<file path="config.mk">
export PLATFORM = sky130hd
export DESIGN_NAME = dmem_lsu
export DESIGN_NICKNAME = d
export VERILOG_FILES = /design/src/rtl/dmem_lsu.sv
export SDC_FILE = /design/constraint.sdc
export NUM_CORES = 1
export LEC_CHECK = 0
export BUFFER_PORTS_ARGS = -buffer_cell sky130_fd_sc_hd__buf_2
export CAP_MARGIN = 0
export CORE_ASPECT_RATIO = 0.6
export CORE_MARGIN = 3
export CORE_UTILIZATION = 35
export CTS_CLUSTER_SIZE = 20
export DETAILED_ROUTE_END_ITERATION = 10
export GPL_ROUTABILITY_DRIVEN = 0
export HOLD_SLACK_MARGIN = 0.1
export MAX_ROUTING_LAYER = met4
export PLACE_DENSITY = 0.64
export SLEW_MARGIN = 20
export SYNTH_ARGS = -nofsm -noshare
export SYNTH_HDL_FRONTEND = slang
export SYNTH_SLANG_ARGS = --single-unit
</file>
<file path="constraint.sdc">
create_clock -name clk -period 5.7 [get_ports clk]
set_input_delay 0.285 -clock clk [delete_from_list [all_inputs] [get_ports clk]]
set_output_delay 0.285 -clock clk [all_outputs]
set_load 0.02 [all_outputs]
</file>
<file path="src/rtl/dmem_lsu.sv">
// Load/store initiator between the core memory stage and a word-indexed dmem.
// Latency: response 1 (error), 2 (store), 3 (split store / load), 4 (split load) cycles after accept.
// Backpressure: one request at a time; req_ready only in IDLE; rsp_valid is a 1-cycle pulse that cannot stall.
module dmem_lsu #(
    parameter int MEM_SIZE = 1024
) (
    input  logic        clk,
    input  logic        rst,
    input  logic        req_valid,
    output logic        req_ready,
    input  logic        req_we,
    input  logic [1:0]  req_size,
    input  logic        req_unsigned,
    input  logic [31:0] req_addr,
    input  logic [31:0] req_wdata,
    output logic        rsp_valid,
    output logic [31:0] rsp_rdata,
    output logic        rsp_err,
    output logic [31:0] mem_addr,
    output logic [31:0] mem_wdata,
    output logic [3:0]  mem_wmask,
    output logic        mem_we,
    input  logic [31:0] mem_rdata
);

    localparam logic [31:0] MEM_WORDS = 32'(MEM_SIZE);

    typedef enum logic [2:0] {IDLE, ACC0, ACC1, RDATA, RESP} state_t;
    state_t state;

    // Request fields latched at acceptance
    logic        r_we;
    logic [1:0]  r_size;
    logic        r_uns;
    logic [1:0]  r_off;
    logic        r_split;
    logic [63:0] r_wd64;
    logic [7:0]  r_m8;
    logic [31:0] w0;

    // Decode of the incoming request
    logic [1:0]  in_off;
    logic [2:0]  in_n;
    logic        in_split;
    logic [31:0] in_wdat;
    logic [63:0] in_wd64;
    logic [7:0]  in_m8;
    logic [31:0] in_end;
    logic        in_err;

    // Load assembly from the captured words
    logic [31:0] lw0;
    logic [31:0] lw1;
    logic [63:0] lsh;
    logic [31:0] ld;

    assign req_ready = (state == IDLE) && !rst;

    // Size/offset decode, lane placement and range check for the request at the port
    always_comb begin
        in_off = req_addr[1:0];
        case (req_size)
            2'b00:   in_n = 3'd1;
            2'b01:   in_n = 3'd2;
            default: in_n = 3'd4;
        endcase
        in_split = ({1'b0, in_off} + in_n) > 3'd4;
        case (req_size)
            2'b00:   in_wdat = {24'd0, req_wdata[7:0]};
            2'b01:   in_wdat = {16'd0, req_wdata[15:0]};
            default: in_wdat = req_wdata;
        endcase
        in_wd64 = {32'd0, in_wdat} << {in_off, 3'b000};
        in_m8   = ((8'd1 << in_n) - 8'd1) << in_off;
        in_end  = {2'b00, req_addr[31:2]} + {31'd0, in_split};
        in_err  = (req_size == 2'b11) || (in_end >= MEM_WORDS);
    end

    // Shift the {w1, w0} window down to the addressed bytes and extend
    always_comb begin
        lw0 = r_split ? w0 : mem_rdata;
        lw1 = r_split ? mem_rdata : 32'd0;
        lsh = {lw1, lw0} >> {r_off, 3'b000};
        case (r_size)
            2'b00:   ld = r_uns ? {24'd0, lsh[7:0]}  : {{24{lsh[7]}}, lsh[7:0]};
            2'b01:   ld = r_uns ? {16'd0, lsh[15:0]} : {{16{lsh[15]}}, lsh[15:0]};
            default: ld = lsh[31:0];
        endcase
    end

    // Control FSM; every memory-port and response output is registered here
    always_ff @(posedge clk) begin
        if (rst) begin
            state     <= IDLE;
            rsp_valid <= 1'b0;
            rsp_err   <= 1'b0;
            rsp_rdata <= 32'd0;
            mem_we    <= 1'b0;
            mem_wmask <= 4'd0;
            mem_addr  <= 32'd0;
            mem_wdata <= 32'd0;
            r_we      <= 1'b0;
            r_size    <= 2'd0;
            r_uns     <= 1'b0;
            r_off     <= 2'd0;
            r_split   <= 1'b0;
            r_wd64    <= 64'd0;
            r_m8      <= 8'd0;
            w0        <= 32'd0;
        end else begin
            // The pulse follows the RESP state by one cycle, so it lands with req_ready
            rsp_valid <= (state == RESP);
            case (state)
                IDLE: begin
                    if (req_valid && req_ready) begin
                        r_we      <= req_we;
                        r_size    <= req_size;
                        r_uns     <= req_unsigned;
                        r_off     <= in_off;
                        r_split   <= in_split;
                        r_wd64    <= in_wd64;
                        r_m8      <= in_m8;
                        rsp_rdata <= 32'd0;
                        rsp_err   <= in_err;
                        if (in_err) begin
                            state <= RESP;
                        end else begin
                            state     <= ACC0;
                            mem_addr  <= {2'b00, req_addr[31:2]};
                            mem_wdata <= in_wd64[31:0];
                            mem_wmask <= req_we ? in_m8[3:0] : 4'd0;
                            mem_we    <= req_we;
                        end
                    end
                end
                ACC0: begin
                    if (r_split) begin
                        state     <= ACC1;
                        mem_addr  <= mem_addr + 32'd1;
                        mem_wdata <= r_wd64[63:32];
                        mem_wmask <= r_we ? r_m8[7:4] : 4'd0;
                        mem_we    <= r_we;
                    end else begin
                        mem_we    <= 1'b0;
                        mem_wmask <= 4'd0;
                        state     <= r_we ? RESP : RDATA;
                    end
                end
                ACC1: begin
                    // Read data of access 0 arrives during this cycle
                    w0        <= mem_rdata;
                    mem_we    <= 1'b0;
                    mem_wmask <= 4'd0;
                    state     <= r_we ? RESP : RDATA;
                end
                RDATA: begin
                    rsp_rdata <= ld;
                    state     <= RESP;
                end
                RESP: begin
                    state <= IDLE;
                end
                default: begin
                    state <= IDLE;
                end
            endcase
        end
    end

endmodule

</file>
Word level (Yosys, flattened, before mapping)
Index checks and enable logic that the tools add are counted.
{"block": "word_totals", "word_cells": 82, "input_bits": 103, "output_inout_bits": 104, "register_bits": 217}
{"block": "classes", "reduce_logical": 14, "mux": 32, "n_eq_ne": 10, "n_addsub": 4, "n_lt_le_gt_ge": 2, "n_shift": 4}
{"cell": "$mux 32", "n": 11}
{"cell": "$pmux 32 s2", "n": 5}
{"cell": "$shl 32x5->64", "n": 1}
{"cell": "$shr 64x5->32", "n": 1}
{"cell": "$add 32x1->32 const B", "n": 1}
{"cell": "$add 30x1->31", "n": 1}
{"cell": "$ge 31x11->1 const B", "n": 1}
{"cell": "$mux 4", "n": 5}
{"cell": "$mux 3", "n": 4}
{"cell": "$pmux 3 s4", "n": 1}
{"cell": "$pmux 4 s3", "n": 1}
{"cell": "$shl 1x3->8 const A", "n": 1}
{"cell": "$shl 8x2->8", "n": 1}
{"cell": "$sub 8x1->8 const B", "n": 1}
{"cell": "$eq 3x2->1 const B", "n": 2}
{"cell": "$pmux 3 s2", "n": 1}
{"cell": "$eq 2x1->1 const B", "n": 2}
{"cell": "$logic_not 2->1", "n": 2}
{"cell": "$ne 2x2->1 const B", "n": 2}
{"cell": "$reduce_and 2->1", "n": 2}
{"cell": "$reduce_and 4->1", "n": 1}
{"cell": "$reduce_bool 2->1", "n": 2}
{"cell": "$add 2x3->3", "n": 1}
{"cell": "$eq 3x1->1 const B", "n": 1}
{"cell": "other kinds (12)", "n": 15}

Logic depth before layout (Yosys ltp)
Gate-level depths: netlist (run 1).
{"block": "depth", "depth_word": 10, "mapped_depth": 21, "depth_no_buf": 16}

Least setup slack after synthesis (run 1)
OpenSTA, ideal clock, no wires.
{"block": "synth_path", "kind": "input-to-reg", "startpoint": "input port req_addr[1]", "endpoint": "register mem_wdata[22]", "arrival_time_ns": 4.169, "path_slack_ns": 1.400, "path_stages": 21, "n_path_buf": 5, "required_time_ns": 5.569, "cell_sequence": "clkbuf_1 > inv_1 > clkbuf_1 > xnor2_1 > ha_1 > a21oi_1 > xor2_1 > nor2_1 > ha_1 > ha_1 > nand4_1 > or4_1 > mux2i_1 > a22oi_1 > o2111ai_2 > or4_1 > buf_2 > buf_6 > buf_2 > nand4_1 > o31ai_1"}
{"block": "synth_between", "elab_chain_len": 7, "elab_cells_between_ends": 11}
{"item": "start, declared", "line_no": "14", "text": "input logic [31:0] req_addr,"}
{"item": "$add 2x3->3", "line_no": "67", "text": "in_split = ({1'b0, in_off} + in_n) > 3'd4;"}
{"item": "$gt 3x3->1", "line_no": "67"}
{"item": "via in_split", "line_no": "44", "text": "logic in_split;"}
{"item": "$add 30x1->31", "line_no": "75", "text": "in_end = {2'b00, req_addr[31:2]} + {31'd0, in_split};"}
{"item": "$ge 31x11->1", "line_no": "76", "text": "in_err = (req_size == 2'b11) || (in_end >= MEM_WORDS);"}
{"item": "$logic_or 1x1->1", "line_no": "76"}
{"item": "$ne 2x2->1 (no line)"}
{"item": "$reduce_and 4->1 (no line)"}
{"item": "end signal, assigned", "line_no": "130", "text": "mem_wdata <= in_wd64[31:0];"}
{"item": "end signal, assigned", "line_no": "140", "text": "mem_wdata <= r_wd64[63:32];"}
{"item": "end, declared", "line_no": "20", "text": "output logic [31:0] mem_wdata,"}
The timed path passes the listed nets, and every way through them passes these cells. The select of a mux whose other input is x is not followed.
A chain may end at the register's enable or synchronous reset.

Final worst setup path (run 1)
{"block": "layout_path", "startpoint": "input port req_size[0]", "endpoint": "register mem_addr[9]"}
{"block": "layout_between", "elab_chain_len": 9, "elab_cells_between_ends": 11}
{"item": "start, declared", "line_no": "12", "text": "input logic [1:0] req_size,"}
{"item": "$eq 2x1->1 or $logic_not 2->1 (tied branches)", "line_no": "62", "text": "case (req_size)"}
{"item": "$pmux 3 s2 *", "line_no": "62"}
{"item": "$add 2x3->3 *", "line_no": "67"}
{"item": "$gt 3x3->1 *", "line_no": "67"}
{"item": "via in_split", "line_no": "44"}
{"item": "$add 30x1->31 *", "line_no": "75"}
{"item": "$ge 31x11->1 *", "line_no": "76"}
{"item": "$logic_or 1x1->1 *", "line_no": "76"}
{"item": "$ne 2x2->1 (no line) *"}
{"item": "$reduce_and 4->1 (no line) *"}
{"item": "end signal, assigned", "line_no": "129", "text": "mem_addr <= {2'b00, req_addr[31:2]};"}
{"item": "end signal, assigned", "line_no": "139", "text": "mem_addr <= mem_addr + 32'd1;"}
{"item": "end, declared", "line_no": "19", "text": "output logic [31:0] mem_addr,"}
The timed path passes the listed nets; every way through them passes the cells marked *.

==> results of run 1 <==
-- cells in the mapped netlist (5+ instances only) --
| cell type | instances |
|---|---|
| nand2_1 | 191 |
| dfxtp_1 | 173 |
| nor2_1 | 100 |
| a21oi_1 | 89 |
| clkbuf_1 | 88 |
| o21ai_0 | 70 |
| nand3_1 | 64 |
| a22oi_1 | 53 |
| nand4_1 | 44 |
| a211oi_1 | 33 |
| mux2i_1 | 33 |
| mux2_2 | 30 |
| nor3_1 | 30 |
| o211ai_1 | 23 |
| inv_1 | 20 |
| and3_1 | 18 |
| a31oi_1 | 17 |
| buf_1 | 17 |
| nor3b_1 | 15 |
| o31ai_1 | 12 |
| nor4_1 | 10 |
| o41ai_1 | 10 |
| mux4_2 | 9 |
| a311oi_1 | 8 |
| a32oi_1 | 8 |
| and2_1 | 8 |
| buf_2 | 8 |
| xor2_1 | 7 |
| a221oi_2 | 6 |
| ha_1 | 6 |
| nand4b_1 | 5 |
| or2_2 | 5 |
| xnor2_1 | 5 |
-- final cells by class --
| class | count | area share |
|---|---|---|
| clock buffers | 17 | 0.0354 |
| inverters | 21 | 0.00655 |
| multi-input cells | 973 | 0.502 |
| flip-flops and latches | 173 | 0.288 |
| well taps | 367 | 0.0382 |
| diodes | 2 | 0.000416 |
| clock inverters | 15 | 0.0164 |
| repair buffers | 243 | 0.113 |
-- power by group through the flow --
| stage | Combinational, mW | Sequential (mW) | Clock [mW] |
|---|---|---|---|
| after floorplan | 0.250 | 1.25 | 0 |
| after global placement | 0.410 | 1.26 | 0 |
| after detailed placement | 0.412 | 1.26 | 0 |
| after CTS | 0.425 | 1.23 | 1.28 |
| after global routing | 0.472 | 1.23 | 1.33 |
| final | 0.438 | 1.23 | 1.26 |
-- per-layer routing --
metal	GRT usage	part of all wire	vias to the layer above
li1	-	-	5070
met1	0.388	0.49	5240
met2	0.318	0.38	523
met3	0.0795	0.12	27
met4	0.0479	0.011	0
met5	-	0	-
-- critical path: stages --
cell and delay, ps:
buf_2 110, nor2b_1 380, xnor2_1 130, ha_1 200, a21oi_1 140, xor2_1 100, nor2_1 110, ha_1 220
ha_1 230, nand4_1 230, or4_1 620, mux2i_1 170, a22oi_1 220, o2111ai_2 270, or4_1 540, nand2_1 690
a2111oi_0 230
-- flip-flops by register name, indices dropped and copies added (netlist names), 3 cells and up --
name,count
rsp_rdata,32
w0,32
r_m8,4
mem_addr,32
r_wd64,24
mem_wdata,32
state,3
mem_wmask,4
-- final timing paths --
kind                                     to  slack (ps)  cells after the start
worst max-delay path            mem_addr[9]        1080                     17
worst min-delay path                 w0[26]         120                      3
worst max register to register  mem_addr[9]        2250                      6
worst min register to register        w0[1]         460                      2
-- cell families (layout without fill, tap and decap cells) --
| group | after synthesis | in the layout | synth area share |
|---|---|---|---|
| adder cells (fa/ha/maj) | 6 | 6 | 0.00751 |
| XOR/XNOR | 12 | 12 | 0.0105 |
| multiplexers | 72 | 72 | 0.0871 |
| flip-flops | 173 | 173 | 0.347 |
| AO/OA/AOI/OAI | 373 | 373 | 0.254 |
| other | 0 | 2 | 0 |
| buffers and inverters | 135 | 296 | 0.0525 |
| AND/OR/NAND/NOR | 510 | 510 | 0.242 |
-- cell usage in the layout (no fill, tap or decap), types with 4 or more instances in the layout --
| master | synthesis | layout |
|---|---|---|
| a32oi_1 | 8 | 8 |
| inv_1 | 20 | 19 |
| buf_4 | 0 | 20 |
| a311oi_1 | 8 | 8 |
| dlygate4sd3_1 | 0 | 18 |
| nand4_1 | 44 | 44 |
| nor3_1 | 30 | 29 |
| and3_1 | 18 | 18 |
| nor2_1 | 100 | 99 |
| ha_1 | 6 | 6 |
| a31oi_1 | 17 | 17 |
| or2_2 | 5 | 4 |
| and2_1 | 8 | 8 |
| clkbuf_16 | 0 | 17 |
| o211ai_1 | 23 | 23 |
| a22oi_1 | 53 | 53 |
| a21oi_1 | 89 | 89 |
| o21ai_0 | 70 | 70 |
| mux4_2 | 9 | 9 |
| a221oi_1 | 4 | 4 |
| a211o_1 | 4 | 4 |
| nand2_1 | 191 | 189 |
| o41ai_1 | 10 | 10 |
| a211oi_1 | 33 | 33 |
| inv_6 | 0 | 6 |
| nand4b_1 | 5 | 5 |
| a221oi_2 | 6 | 6 |
| nand3_1 | 64 | 64 |
| o31ai_1 | 12 | 12 |
| xor2_1 | 7 | 7 |
| nor3b_1 | 15 | 15 |
| mux2i_1 | 33 | 33 |
| xnor2_1 | 5 | 5 |
| dfxtp_1 | 173 | 171 |
| mux2_2 | 30 | 30 |
| nor4_1 | 10 | 10 |
| buf_2 | 8 | 205 |
==> metrics.cfg, run 1 <==
[global_routing]
grt_pass1_wl_um = 58500
grt_remaining_overflow = 0
grt_max_degree = 84
grt_pass1_vias = 9597
antenna_found_initial = 2
grtUsageTotal = 0.254

[logic_synthesis]
synth-seq-area-share = 0.347
async_flop_share = 0
synth_flop_cell = dfxtp_1
ys_warn_count = 0
synth_top_area_frac = 0.347
ys_top_cells_by_area = dfxtp_1, nand2_1, a21oi_1, a22oi_1, nor2_1
synth_edf_count = 0
syn_area_um2 = 9990
syn_nets = 1390
yosysTopAreaCell = dfxtp_1
yosys.cell_types.count = 72
syn_avg_cell_area_um2 = 7.80
synth_seq_cells = 173
netlist_instances = 1281

[floorplan]
die-height_um = 137
dieArea_um2 = 30700
io_pins = 207
start_util = 0.359
row_count = 47
die_w_um = 224
coreArea_um2 = 27800

[critical_path]
r2r-start = state[1]
arrival_ps = 4880
crit_fanout = 21
cp.required_ps = 5960
start_kind = primary input
end_kind = flip-flop
startpoint = req_size[0]
path_class = in -> reg

[sta]
slew_headroom = 0.263
hold_violations = 0
hold_ws_ps = 115
min_period_over_period = 0.811
layout_min_cycle_time_ps = 4620
fmax_mhz = 216
finalSetupViolCount = 0
rsz0062_at_grt = false
slew_violations = 0
fin_ws_ps = 1080
fin_setup_tns_ps = 0
finClkSkew_ps = 14.1
worst_pin_slew_ps = 1100

[clocking]
clock_sinks = 173
clk_latency_ps = 440
cts.path.max_buffers = 2
cts_hold_buf = 18
cts_tree = built
htreeDepth = 4
cts_root_buf = clkbuf_16
numCtsBuffers = 17
cts_setup_buffers = 0
post_cts_resized = 0
clk_pin_slew_worst_paths_ps = 70

[cells_and_area]
fin_nets = 1538
seq_area_um2 = 3470
final-instance-count-excl-fill = 1811
fillers = 2804
post-route-util = 0.432
stdcell_area_um2 = 12000
multi_input_area_um2 = 6040
syn2layout_area_growth_pct = 20.4
layout-drive-gt1-share = 0.225

[placed_design]
portBuffers = 206
dp_hpwl_um = 28300
placed_area_um2 = 11200
post-place-cells = 1759
place_ws_ps = 752

[power_and_ir_drop]
p_sw_frac = 0.289
total_power_mw = 2.93
power_leakage_nw = 4.51
p_int_mw = 2.08
power_switching_uw = 845
p_comb_frac = 0.150
power_frac_clock = 0.429
power_density_nw_per_um2 = 243
ir_drop_v = 0.000153
seqPwrFrac = 0.421

[routing]
wl_um = 38900
vias = 10900
drc = 0
drt_pass1_iterations = 5
wl_per_cell_um = 21.5
ant_nets = 0
viasPerCell = 6.00
drt_iter0_drc = 1340

[min_path]
hp-start = mem_rdata[26]
hold_path_class = in -> reg

[run]
cap_violations = 0

[outcome]
outcome = finished, final reports clean

Note: power is estimated with default switching activity, not from simulation.
==> run 2: changes to the inputs <==
--- a/config.mk
+++ b/config.mk
@@ -15,7 +15,7 @@
 export GPL_ROUTABILITY_DRIVEN = 0
 export HOLD_SLACK_MARGIN = 0.1
 export MAX_ROUTING_LAYER = met4
-export PLACE_DENSITY = 0.64
+export PLACE_DENSITY = 0.66
 export SLEW_MARGIN = 20
 export SYNTH_ARGS = -nofsm -noshare
 export SYNTH_HDL_FRONTEND = slang
==> constraint.sdc (replaced) <==
create_clock -name clk -period 4.1 [get_ports clk]
set_input_delay 0.205 -clock clk [delete_from_list [all_inputs] [get_ports clk]]
set_output_delay 0.205 -clock clk [all_outputs]
set_load 0.02 [all_outputs]
==> run 2 against run 1 <==
Against the previous run:
- total power grew 35%
- sequential power increased by 40%
- core utilization rose by 1.6 points
- first-iteration DRC count down 1.9%
- critical path depth grew 1
- combinational power up 45%
- design area up 3.6%
- via count rose by 3.5%
- register-to-register slack got worse by 1200 ps
- clock power is 27% higher
- setup slack got worse by 730 ps
- critical endpoint is now mem_wdata[0]
- largest cell class unchanged
==> metrics.cfg, run 2 (synthesis gave the netlist of run 1 again) <==
[floorplan]
start_util = 0.359  ; unchanged
io_pins = 207  ; unchanged
row_count = 47  ; unchanged
coreArea_um2 = 27800  ; unchanged
dieArea_um2 = 30700  ; unchanged
die_w_um = 224  ; unchanged
die-height_um = 137  ; unchanged

[cells_and_area]
fillers = 2770  ; was 2,804
syn2layout_area_growth_pct = 24.7  ; was 20.4%
multi_input_area_um2 = 6030  ; was 6040 um^2
fin_nets = 1589  ; was 1,538
layout-drive-gt1-share = 0.233  ; was 0.225
stdcell_area_um2 = 12500  ; was 12,000 um^2
final-instance-count-excl-fill = 1865  ; was 1,811
seq_area_um2 = 3470  ; unchanged
final_common_cell = buf_2  ; unchanged
final_cell_mix = buf_2, nand2_1, dfxtp_1, nor2_1, a21oi_1  ; unchanged

[sta]
finClkSkew_ps = 13.8  ; was 14.1 ps
hold_violations = 0  ; unchanged
min_period_over_period = 0.916
slew_headroom = 0.264  ; was 0.263
finalSetupViolCount = 0  ; unchanged
layout_min_cycle_time_ps = 3750
fmax_mhz = 266
rsz0062_at_grt = false  ; unchanged
worst_pin_slew_ps = 1100  ; about the same
fin_setup_tns_ps = 0  ; unchanged
slew_violations = 0  ; unchanged
hold_ws_ps = 123  ; was 115 ps

[critical_path]
r2r_cells = 7  ; was 6
cp.required_ps = 4390  ; was 5960 ps
path_class = in -> reg  ; unchanged
r2r-start = mem_addr[0]  ; was state[1]
end_kind = flip-flop  ; unchanged
crit_fanout = 4  ; was 21
start_kind = primary input  ; unchanged
r2r-end = mem_addr[31]  ; was mem_addr[9]
reg2reg_slack_ps = 1060  ; was 2250 ps
arrival_ps = 4040  ; was 4880 ps

[global_routing]
antenna_found_initial = 4  ; was 2
grt_pass1_wl_um = 60800  ; was 58,500 um
grtUsageTotal = 0.262  ; was 0.254
grt_pass1_vias = 10300  ; was 9,597
grt_max_degree = 73  ; was 84
grt_remaining_overflow = 0  ; unchanged

[routing]
vias = 11200  ; was 10,900
drt_pass1_iterations = 6  ; was 5
drt_iter0_drc = 1315  ; was 1,340
viasPerCell = 6.03  ; was 6.00
drc = 0  ; unchanged
ant_nets = 0  ; unchanged
wl_um = 40100  ; was 38,900 um
wl_per_cell_um = 21.5  ; about the same

[power_and_ir_drop]
ir_drop_v = 0.000233  ; was 0.000153 V
power_leakage_nw = 4.73  ; was 4.51 nW
power_density_nw_per_um2 = 318  ; was 243 nW/um^2
total_power_mw = 3.96  ; was 2.93 mW

[clocking]
clock_sinks = 173  ; unchanged
numCtsBuffers = 17  ; unchanged
cts_tree = built  ; unchanged
clk_latency_ps = 440  ; about the same
cts_root_buf = clkbuf_16  ; unchanged
cts_setup_buffers = 0  ; unchanged
clk_pin_slew_worst_paths_ps = 80  ; was 70 ps
post_cts_resized = 0  ; unchanged
cts_hold_buf = 44  ; was 18
htreeDepth = 4  ; unchanged
cts.path.max_buffers = 2  ; unchanged

[run]
cap_violations = 0  ; unchanged

[placed_design]
placed_area_um2 = 11400  ; was 11,200 um^2
portBuffers = 206  ; unchanged
post-place-cells = 1784  ; was 1,759
dp_hpwl_um = 29000  ; was 28,300 um

[min_path]
whs_endpoint = r_size[1]  ; was w0[26]
hold_path_class = in -> reg  ; unchanged
hp-start = req_size[1]  ; was mem_rdata[26]
hold_depth = 4  ; was 3

[outcome]
outcome = finished, final reports clean  ; unchanged

## run 2: changes by cell type in the layout (fill, tap and decap cells not counted), sizes merged
cell and delta:
buf +25, dlygate4sd3 +26, diode +3, bufinv -3, clkbuf +1, inv +2
## run 2: where the power goes
group,internal (mW),switching (mW),total [mW],leakage (nW)
sequential,1.70,0.0243,1.72,1.40
clock,0.804,0.800,1.60,0.270
combinational,0.239,0.395,0.634,3.06
total,2.74,1.22,3.96,4.73
## run 2: how the worst max path moves through the flow
stage	startpoint	cells past startpoint	endpoint	slack [ps]
2_1_floorplan	req_addr[1]	21	mem_wdata[22]	30
3_3_place_gp	req_size[1]	19	mem_addr[18]	-7
3_5_place_dp	req_size[1]	18	mem_wdata[0]	-50
4_1_cts	req_size[1]	19	mem_wdata[28]	390
5_1_grt	req_size[1]	18	mem_wdata[0]	100
6_report	req_size[1]	18	mem_wdata[0]	350
## run 2: stage by stage
stage | setup slack, ps | utilization
after global routing | 100 | 0.448
after global placement | -6.85 | 0.411
after floorplan | 25.6 | -
after CTS | 390 | 0.447
after detailed placement | -51.5 | 0.411
final | 346 | 0.448
## run 2: layout make-up
type	instances	area share
clock buffers	18	0.0344
flip-flops and latches	173	0.278
inverters	21	0.00633
well taps	367	0.0369
diodes	5	0.00100
clock inverters	14	0.0101
repair buffers	294	0.149
multi-input cells	973	0.484
## run 2: metal layers
metal / track usage / share of wire / up-vias / wire (um)
li1: - / - / 5172 / -
met1: 0.397 / 0.49 / 5455 / 19500
met2: 0.344 / 0.39 / 583 / 15800
met3: 0.0697 / 0.11 / 34 / 4420
met4: 0.0522 / 0.011 / 0 / 446
met5: - / 0 / - / 0
## run 2: worst max-delay path, stage by stage
cell and delay, ps:
buf_2 120, nor2b_1 220, buf_4 180, inv_1 50, ha_1 220, xor2_1 180, nor2_1 110, ha_1 190
ha_1 170, nand4_1 130, or4_4 540, mux2i_1 140, a22oi_1 190, o2111ai_2 170, or4_1 640, buf_4 210
a221oi_1 300, a211oi_1 90
